==> config.mk <==
export PLATFORM = sky130hd
export DESIGN_NAME = top2_rr_scheduler
export DESIGN_NICKNAME = d
export VERILOG_FILES = /design/src/rtl/top2_rr_scheduler.sv
export SDC_FILE = /design/constraint.sdc
export NUM_CORES = 1
export LEC_CHECK = 0
export CAP_MARGIN = 10
export CORE_MARGIN = 10
export CORE_UTILIZATION = 59
export CTS_BUF_LIST = sky130_fd_sc_hd__clkbuf_8
export DETAILED_ROUTE_END_ITERATION = 12
export PLACE_DENSITY = 0.84
export SYNTH_ARGS = -nofsm -noshare
export SYNTH_HDL_FRONTEND = slang
export SYNTH_SLANG_ARGS = --single-unit
==> constraint.sdc <==
create_clock -name clk -period 6.1 [get_ports clk]
set_input_delay 1.22 -clock clk [delete_from_list [all_inputs] [get_ports clk]]
set_output_delay 1.22 -clock clk [all_outputs]
set_load 0.01 [all_outputs]
==> src/rtl/top2_rr_scheduler.sv <==
// Round-robin shares one running top-2 (largest / second-largest distinct) update datapath among NUM_CH sample streams.
// Grant is combinational; per-channel results and upd_valid/upd_ch reflect a handshake one edge later.
module top2_rr_scheduler #(
  parameter int DATA_WIDTH = 32,
  parameter int NUM_CH     = 4,
  parameter int CNT_WIDTH  = 8
) (
  input  logic                         clk,
  input  logic                         resetn,
  input  logic [NUM_CH-1:0]            req_valid,
  input  logic [NUM_CH*DATA_WIDTH-1:0] req_data,
  output logic [NUM_CH-1:0]            req_ready,
  input  logic [NUM_CH-1:0]            clr,
  input  logic [$clog2(NUM_CH)-1:0]    rd_ch,
  output logic [DATA_WIDTH-1:0]        rd_first,
  output logic [DATA_WIDTH-1:0]        rd_second,
  output logic [CNT_WIDTH-1:0]         rd_count,
  output logic                         upd_valid,
  output logic [$clog2(NUM_CH)-1:0]    upd_ch
);
  localparam int CHW = $clog2(NUM_CH);

  logic [DATA_WIDTH-1:0] first_q  [NUM_CH];
  logic [DATA_WIDTH-1:0] second_q [NUM_CH];
  logic [CNT_WIDTH-1:0]  cnt_q    [NUM_CH];
  logic [DATA_WIDTH-1:0] first_d  [NUM_CH];
  logic [DATA_WIDTH-1:0] second_d [NUM_CH];
  logic [CNT_WIDTH-1:0]  cnt_d    [NUM_CH];
  logic [CHW-1:0]        ptr_q, ptr_d;
  logic                  upd_valid_q;
  logic [CHW-1:0]        upd_ch_q;

  logic [NUM_CH-1:0]     elig;
  logic                  grant_found;
  logic [CHW-1:0]        grant_idx;
  logic [CHW-1:0]        scan;
  logic                  accept;

  assign elig = req_valid & ~clr;

  // First eligible channel at or above the pointer, wrapping
  always_comb begin
    grant_found = 1'b0;
    grant_idx   = '0;
    scan        = '0;
    for (int k = 0; k < NUM_CH; k++) begin
      scan = CHW'((int'(ptr_q) + k) % NUM_CH);
      if (!grant_found && elig[scan]) begin
        grant_found = 1'b1;
        grant_idx   = scan;
      end
    end
  end

  assign accept = grant_found & resetn;

  always_comb begin
    req_ready = '0;
    if (accept) req_ready[grant_idx] = 1'b1;
  end

  logic [DATA_WIDTH-1:0] g_data, g_first, g_second, upd_first, upd_second;
  logic [CNT_WIDTH-1:0]  g_cnt, upd_cnt;

  // Single shared top-2 update on the granted channel
  always_comb begin
    g_data     = req_data[grant_idx*DATA_WIDTH +: DATA_WIDTH];
    g_first    = first_q[grant_idx];
    g_second   = second_q[grant_idx];
    g_cnt      = cnt_q[grant_idx];
    upd_first  = g_first;
    upd_second = g_second;
    if (g_data > g_first) begin
      upd_first  = g_data;
      upd_second = g_first;
    end else if (g_data < g_first && g_data > g_second) begin
      upd_second = g_data;
    end
    upd_cnt = (g_cnt == '1) ? g_cnt : g_cnt + 1'b1;
  end

  always_comb begin
    for (int i = 0; i < NUM_CH; i++) begin
      first_d[i]  = first_q[i];
      second_d[i] = second_q[i];
      cnt_d[i]    = cnt_q[i];
      if (clr[i]) begin
        first_d[i]  = '0;
        second_d[i] = '0;
        cnt_d[i]    = '0;
      end else if (accept && grant_idx == CHW'(i)) begin
        first_d[i]  = upd_first;
        second_d[i] = upd_second;
        cnt_d[i]    = upd_cnt;
      end
    end
  end

  assign ptr_d = accept ? ((int'(grant_idx) == NUM_CH-1) ? '0 : grant_idx + 1'b1) : ptr_q;

  always_ff @(posedge clk) begin
    if (!resetn) begin
      for (int i = 0; i < NUM_CH; i++) begin
        first_q[i]  <= '0;
        second_q[i] <= '0;
        cnt_q[i]    <= '0;
      end
      ptr_q       <= '0;
      upd_valid_q <= 1'b0;
      upd_ch_q    <= '0;
    end else begin
      first_q     <= first_d;
      second_q    <= second_d;
      cnt_q       <= cnt_d;
      ptr_q       <= ptr_d;
      upd_valid_q <= accept;
      if (accept) upd_ch_q <= grant_idx;
    end
  end

  assign upd_valid = upd_valid_q;
  assign upd_ch    = upd_ch_q;

  // Out-of-range selects match no channel and read as zero
  always_comb begin
    rd_first  = '0;
    rd_second = '0;
    rd_count  = '0;
    for (int i = 0; i < NUM_CH; i++) begin
      if (rd_ch == CHW'(i)) begin
        rd_first  = first_q[i];
        rd_second = second_q[i];
        rd_count  = cnt_q[i];
      end
    end
  end

endmodule

After elaboration in Yosys (flattened, before gate mapping). Cells that the tools add are included.

Bits in registers: 293. Input bits: 140. Output and inout port bits: 79. Word-level logic and storage cells: 107.

Add/sub/neg operators: 5. Magnitude comparators: 10. Eq/ne operators: 8. Shift operators: 1. Mux-type cells: 45. Bitwise operators: 5. Reduce and logical (&&, ||, !) cells: 18.

Operator list (count): $mux W32 (15); $bmux W32 S2 (2); $shiftx A128 B8 Y32 (1); $gt A32 B32 Y1 (2); $mux W8 (7); $lt A32 B32 Y1 (1); $bmux W8 S2 (1); $lt A2 B3 Y1 const B (5); $mux W2 (5); $logic_and A1 B1 Y1 (9); $mux W1 (9); $add A8 B1 Y8 const B (1); $bmux W1 S2 (4); $eq A2 B2 Y1 const B (4); $eq A8 B8 Y1 const B (1); $reduce_or A2 Y1 (4); $eq A2 B1 Y1 const B (3); $add A2 B1 Y2 const B (2); $add A2 B2 Y2 const B (2); $and A4 B4 Y4 (1); $logic_not A2 Y1 (2); $mux W4 (1); $not A4 Y4 (1); $ge A3 B3 Y1 const B (1); 6 further kinds (8).

Depth between registers and ports, before layout. Gate-level depths: netlist of run 1.

Word-level depth: 22. Gate-level depth with buffers: 21. Gate-level depth less buffers: 16.

Worst setup path after synthesis of run 1. No wires, ideal clock.

Path kind: input -> register. Start point: input clr[2]. End point: register second_q[0] (netlist bit). Setup time: 0.133 ns. Arrival time: 5.531 ns. Data required time: 5.967 ns. Setup slack: 0.436 ns. Cell stages on the path: 18. Path buffers: 4. Cells stage by stage: or3b_2 > o311ai_2 > nand2_1 > inv_2 > clkbuf_1 > clkbuf_1 > mux2_2 > inv_1 > ha_1 > nand4_1 > or4_4 > or4_4 > or3_4 > nor2b_4 > buf_6 > buf_6 > nor3_1 > o31ai_1.

Cells in the longest elaborated chain, start to end: 22. Elaborated cells between the ends (all ways): 41. Those cells by class: order compare: 3; eq/ne: 1; shift: 1; mux: 24; bitwise: 4; reduce/logical: 8.

Ends and longest elaborated chain: start, declared (line 13) `input logic [NUM_CH-1:0] clr,`; $not A4 Y4 (*) (line 39) `assign elig = req_valid & ~clr;`; $and A4 B4 Y4 (*) (line 39); parallel branches: the longest is 20 deep, another holds $bmux W1 S2; end signal, assigned (line 113) `second_q <= second_d;`; end, declared (line 24) `logic [DATA_WIDTH-1:0] second_q [NUM_CH];`.

Every way passes the cells marked *. The select of a mux whose other input is x is not followed. A chain may end at the register's enable or synchronous reset.

Worst setup path after layout of run 1.
Start point: input clr[1]. End point: register second_q[121] (netlist bit).

The elaborated chain is that of the path after synthesis.

==> flow_summary.json, run 1 <==
{
  "outcome": "completed",
  "grt_start_max_net_pins": 73,
  "cts.htree.levels": 2,
  "hold_violations": 0,
  "tightestPinTransition_ns": 1.18,
  "syn_area_um2": 18400,
  "vdd_drop_max_mv": 0.188,
  "drv_slew": 0,
  "synth_top_cell_by_area": "dfxtp_1",
  "dieArea_um2": 38700,
  "syn_to_final_growth_pct": 24.6,
  "die-height_um": 197,
  "synthArstFlopShare_pct": 0,
  "cts_tree": "yes",
  "yosys_warnings": 0,
  "fillers": 2108,
  "grt-ovfl-total": 0,
  "fin_crit_sh_pct": 99.9,
  "crit_fanout": 31,
  "holdPathStages": 2,
  "cp_top_family": "compound AO/OA/AOI/OAI gates",
  "cts_num_sinks": 293,
  "cp_slowest_stage_delay_ns": 0.46,
  "die_w_um": 197,
  "syn_nets": 2320,
  "fin_skew_ns": 0.0183,
  "slowest_stage": "clkdlybuf4s50_1",
  "final_core_util_pct": 74.8,
  "final_nets": 2580,
  "crit_chain": "clkdlybuf4s50_1 > nand2b_1 > a21o_1 > o22a_4 > inv_4 > buf_4 > buf_12 > mux2i_1 > mux2_2 > inv_1 > ha_1 > o21ai_0 > a21oi_1 > a211oi_1 > o221ai_2 > nor2_2 > o211a_2 > buf_12 > a22o_1 > buf_4 > o31ai_1",
  "core_area_um2": 30700,
  "max_slew_margin_pct": 19.9,
  "vias_per_cell": 7.06,
  "remaining_drc_errors": 0,
  "antenna_left": 0,
  "hp-class": "reg -> reg",
  "first_pass_iters": 9,
  "clock.fmax_ghz": 0.164,
  "path_depth": 21,
  "grt_pass1_wl_um": 108000,
  "routabilityCongestion": 0.967,
  "synth_edf_count": 0,
  "dp_hpwl_um": 46500,
  "critPathCaptureType": "flip-flop",
  "diodes": 0,
  "ff2ff_path_depth": 19,
  "powerDensity_nw_per_um2": 280,
  "initial_utilization_pct": 60.0,
  "worstSetupPathType": "in -> reg",
  "vias": 19800,
  "ys_types": 70,
  "portBuffers": 218,
  "cts_hold_buf": 0,
  "first_iter_violations": 3235,
  "yosysSeqAreaShare_pct": 31.9,
  "yosys-top-cells-area": "dfxtp_1 (32%), mux2i_1 (9.0%), mux4_2 (8.8%)",
  "cts_setup_buffers": 0,
  "syn_area_per_cell_um2": 8.72,
  "p_leak_uw": 0.00936,
  "synth-main-ff-cell": "dfxtp_1",
  "critical_path_buf_inv_count": 7,
  "synth_top_cell_area_share_pct": 31.9,
  "finalWirelength_um": 70800,
  "path_clk_slew_ns": 0.06,
  "ys_seq_elements": 293,
  "ios": 219,
  "clock_path_buffers": 3,
  "cts_buffers": 49,
  "gr-usage-all-layers_pct": 34.5,
  "tns_ns": 0,
  "wl_per_cell_um": 25.2,
  "synthCells": 2111,
  "setup_violations": 0,
  "clock_latency_ns": 0.60,
  "drive_above_1_share_pct": 17.3,
  "grt_antenna_before_repair": 0,
  "grt_pass1_vias": 19600,
  "total_power_uw": 6410,
  "ff2ff_setup_slack_ns": 0.45,
  "fin_crit_ns": 6.10,
  "crit_path_start_kind": "input pin",
  "crit_required_ns": 6.56,
  "clock_tree.root_cell": "clkbuf_8",
  "critical_path_arrival_ns": 6.56,
  "row_count": 64,
  "cap_violations": 0,
  "cts_resized": 0
}
[synth_stat cells (all sizes together) (15+ instances only)]
cell type	count
o21ai	152
inv	43
mux2	64
ha	69
a21oi	112
and3	40
o221ai	22
clkbuf	132
nand2b	23
nand2	113
a22o	64
buf	54
dfxtp	293
nor2	270
nand3	147
mux2i	165
nor3	15
mux4	72
o31ai	129
[tightest hold or removal path: cells and delay by family (launching register included)]
kind               cells  cell delay (ns)
and+or+nand+nor        1             0.06
DFF                    1             0.31
AOI/OAI and AO/OA      1             0.06
[metrics by stage]
step	instance area [um^2]	hold slack, ns	std cells	setup slack (ns)
5_1_grt	22900	0.505	2806	-0.0280
6_report	22900	0.480	2806	0.00314
4_1_cts	22900	0.482	2805	0.0699
3_3_place_gp	21900	0.465	2715	-0.493
3_5_place_dp	21900	0.474	2715	-0.532
2_1_floorplan	18400	0.442	2111	0.436
[area by class of cell]
type                       instances  area (um^2)  share of cell area [%]
sequential                       293         5870                    25.6
multi-input combinational       1590        11700                    50.9
tap                              396          495                    2.16
timing repair buffer             394         3670                    16.0
clock buffer                      69          950                    4.14
clock inverter                    21          116                   0.507
inverter                          43          166                   0.726
[kinds of logic after synthesis]
logic type               count (synthesis)  synth area share (%)
AND/OR/NAND/NOR                        657                  16.3
flip-flops                             293                  31.9
buffers and inverters                  229                  5.11
multiplexers                           301                  21.7
AO/OA/AOI/OAI                          562                  20.3
adder cells (fa/ha/maj)                 69                  4.69
[cell usage in the layout (no fill, tap or decap), drive strengths merged, types with 6 or more instances in the layout]
master and count:
clkdlybuf4s50 216, mux2i 165, clkbuf 69, nor2 270, inv 56, clkinv 6, a32oi 10, buf 178
nand3 147, dfxtp 293, mux2 64, o221ai 22, o211ai 11, o31ai 129, ha 69, and2 8
a22o 64, nor3 15, nand2b 23, o21ai 152, nand4 13, nor2b 12, and3 40, nand2 113
a222oi 6, mux4 72, a31oi 13, a21oi 112
[layer usage]
metal  up-vias  GRT usage [%]  part of all wire [%]
met2      1800           52.3                    43
met1      9294           44.4                    36
met4         0           13.9                   3.8
met3       300           11.6                    17
li1       8408              -                     -
met5         -              0                     0
[final timing paths]
path                start             to
min          second_q[89]   second_q[89]
max                clr[1]  second_q[121]
min reg2reg  second_q[89]   second_q[89]
max reg2reg      ptr_q[1]  second_q[121]
[flip-flops by register name (all words and copies together) (netlist names)]
signal / flops
cnt_q: 32
first_q: 128
ptr_q: 2
second_q: 128
upd_ch: 2
upd_valid: 1
[power by group]
group	total (uW)	internal [uW]	switching (uW)	leakage [uW]
clock network	1890	1040	847	0.000603
registers	2020	1970	50.0	0.00237
logic	2500	1000	1500	0.00639
total	6410	4020	2400	0.00936
Power figures use the tool's default switching activity.
==> inputs of run 2 (changes only) <==
--- a/config.mk
+++ b/config.mk
@@ -7,2 +7,3 @@
 export LEC_CHECK = 0
+export ABC_AREA = 1
 export CAP_MARGIN = 10
@@ -12,3 +13,3 @@
 export DETAILED_ROUTE_END_ITERATION = 12
-export PLACE_DENSITY = 0.84
+export PLACE_DENSITY = 0.83
 export SYNTH_ARGS = -nofsm -noshare
==> constraint.sdc (replaced) <==
create_clock -name clk -period 6.1 [get_ports clk]
set_input_delay 0.915 -clock clk [delete_from_list [all_inputs] [get_ports clk]]
set_output_delay 0.915 -clock clk [all_outputs]
set_load 0.01 [all_outputs]
==> flow_summary.json, run 2 <==
{
  "outcome": "completed",
  "crit_required_ns": 6.59,
  "grt_use_met3_pct": 7.86,
  "synth-main-ff-cell": "dfxtp_1",
  "synth_most_common_cell": "nand2_1",
  "remaining_drc_errors": 0,
  "routabilityCongestion": 0.962,
  "tns_ns": 0,
  "critPathCaptureType": "flip-flop",
  "ys_seq_elements": 293,
  "die_w_um": 203,
  "worstSetupPathType": "in -> reg",
  "most-common-layout-cells": "nand2_1 (633), inv_1 (591), a21oi_1 (353)",
  "grt_pass1_wl_um": 115000,
  "setup_violations": 0,
  "grt-busiest-layer": "met2",
  "dp_hpwl_um": 48600,
  "antenna_left": 0,
  "hp-class": "reg -> reg",
  "syn_nets": 3286,
  "drv_slew": 0,
  "grt_util_met2_pct": 54.7,
  "syn_area_um2": 19800,
  "ios": 219,
  "grt_start_max_net_pins": 72,
  "use_met1_pct": 41.4,
  "cts.htree.levels": 2,
  "tightestPinTransition_ns": 1.27,
  "ys_types": 43,
  "cts_tree": "yes",
  "cts_hold_buf": 0,
  "dp_worst_setup_slack_ns": 0.414,
  "first_iter_violations": 2733,
  "cts_setup_buffers": 0,
  "fillers": 2737,
  "crit_top_cell": "nand2_1",
  "crit_path_start_kind": "input pin",
  "cts_resized": 0,
  "initial_utilization_pct": 60.3,
  "gr-usage-all-layers_pct": 34.4,
  "cap_violations": 0,
  "portBuffers": 218,
  "cts_num_sinks": 293,
  "vias_per_cell": 6.06,
  "yosysSeqAreaShare_pct": 29.7,
  "layout_commonest_cell": "nand2_1",
  "place_area_um2": 22300,
  "reg_top3": "first_q (128), second_q (128), cnt_q (32)",
  "clock_path_buffers": 3,
  "first_pass_iters": 8,
  "core_area_um2": 32800,
  "setup_ws_ns": 0.721,
  "row_count": 66,
  "wl_per_cell_um": 20.2,
  "ys_top_cells_by_count": "nand2_1 (641), inv_1 (577), a21oi_1 (353)",
  "crit_fanout": 35,
  "diodes": 0,
  "cts_buffers": 51,
  "yosys_warnings": 0,
  "clock_latency_ns": 0.60,
  "max_slew_margin_pct": 15.1,
  "critical_path_arrival_ns": 5.87,
  "synth_edf_count": 0,
  "hold_violations": 0,
  "synth_top_cell_by_area": "dfxtp_1",
  "synth_top_cell_area_share_pct": 29.7,
  "synthArstFlopShare_pct": 0,
  "cp_slowest_stage_delay_ns": 0.55,
  "grt_antenna_before_repair": 1,
  "die-height_um": 203,
  "slowest_stage": "nor4_1",
  "vias": 22400,
  "dieArea_um2": 41200,
  "final_nets": 3427,
  "synthCells": 3077,
  "syn_to_final_growth_pct": 17.9,
  "drive_above_1_share_pct": 8.86,
  "finalWirelength_um": 74600,
  "grt-ovfl-total": 0,
  "rsz0062_at_grt": "no",
  "fin_crit_ns": 5.38,
  "design_area_um2": 23300,
  "path_clk_slew_ns": 0.05,
  "fin_crit_sh_pct": 88.2,
  "yosys-top-cells-area": "dfxtp_1 (30%), nand2_1 (12%), inv_1 (11%)",
  "clock.fmax_ghz": 0.186,
  "holdWs_ns": 0.469,
  "syn_area_per_cell_um2": 6.43,
  "grt_pass1_vias": 21300,
  "fin_skew_ns": 0.0260,
  "clock_tree.root_cell": "clkbuf_8"
}
run 2: final timing paths:
path	from	endpoint	slack, ns	cells past startpoint
setup / recovery	clr[1]	second_q[46]	0.72	25
hold reg to reg	upd_ch[0]	upd_ch[0]	0.47	2
hold / removal	upd_ch[0]	upd_ch[0]	0.47	2
setup reg to reg	ptr_q[0]	second_q[46]	0.90	23
run 2: area by class of cell:
type	instances	area (um^2)	share of cell area, %
well taps	442	553	2.37
inverters	610	2300	9.87
repair buffers	294	2920	12.5
multi-input cells	1968	10700	45.8
clock inverters	22	96.3	0.413
clock buffers	65	895	3.84
flip-flops and latches	293	5870	25.2
run 2: through the flow:
step                      util (%)  std cells
after floorplan                  -       3077
final                         71.1       3694
after global placement        68.1       3607
after global routing          71.1       3694
after CTS                     71.1       3694
after detailed placement      68.1       3607
run 2: metal layers:
metal	part of all wire [%]	routed length (um)	vias to the layer above
met5	0.0094	7	-
met2	44	32600	1629
met4	7.1	5280	2
met3	13	9820	410
met1	36	26900	9995
li1	-	-	10300
run 2: logic make-up after synthesis:
group / after synthesis / synth area share, %
adder cells (fa/ha/maj): 69 / 4.37
flip-flops: 293 / 29.7
buffers and inverters: 816 / 16.6
AO/OA/AOI/OAI: 926 / 28.3
XOR/XNOR: 1 / 0.0443
AND/OR/NAND/NOR: 972 / 21.0
run 2: critical path: cells and delay by family:
| kind | cells | cell delay (ns) |
|---|---|---|
| AOI/OAI and AO/OA | 2 | 0.49 |
| adders and majority gates | 1 | 0.40 |
| buffers and inverters | 5 | 1.17 |
| and+or+nand+nor | 17 | 2.86 |
Power of run 2 is not shown: default switching activity piles up to over one toggle a cycle in this logic, so the estimate is an artifact.
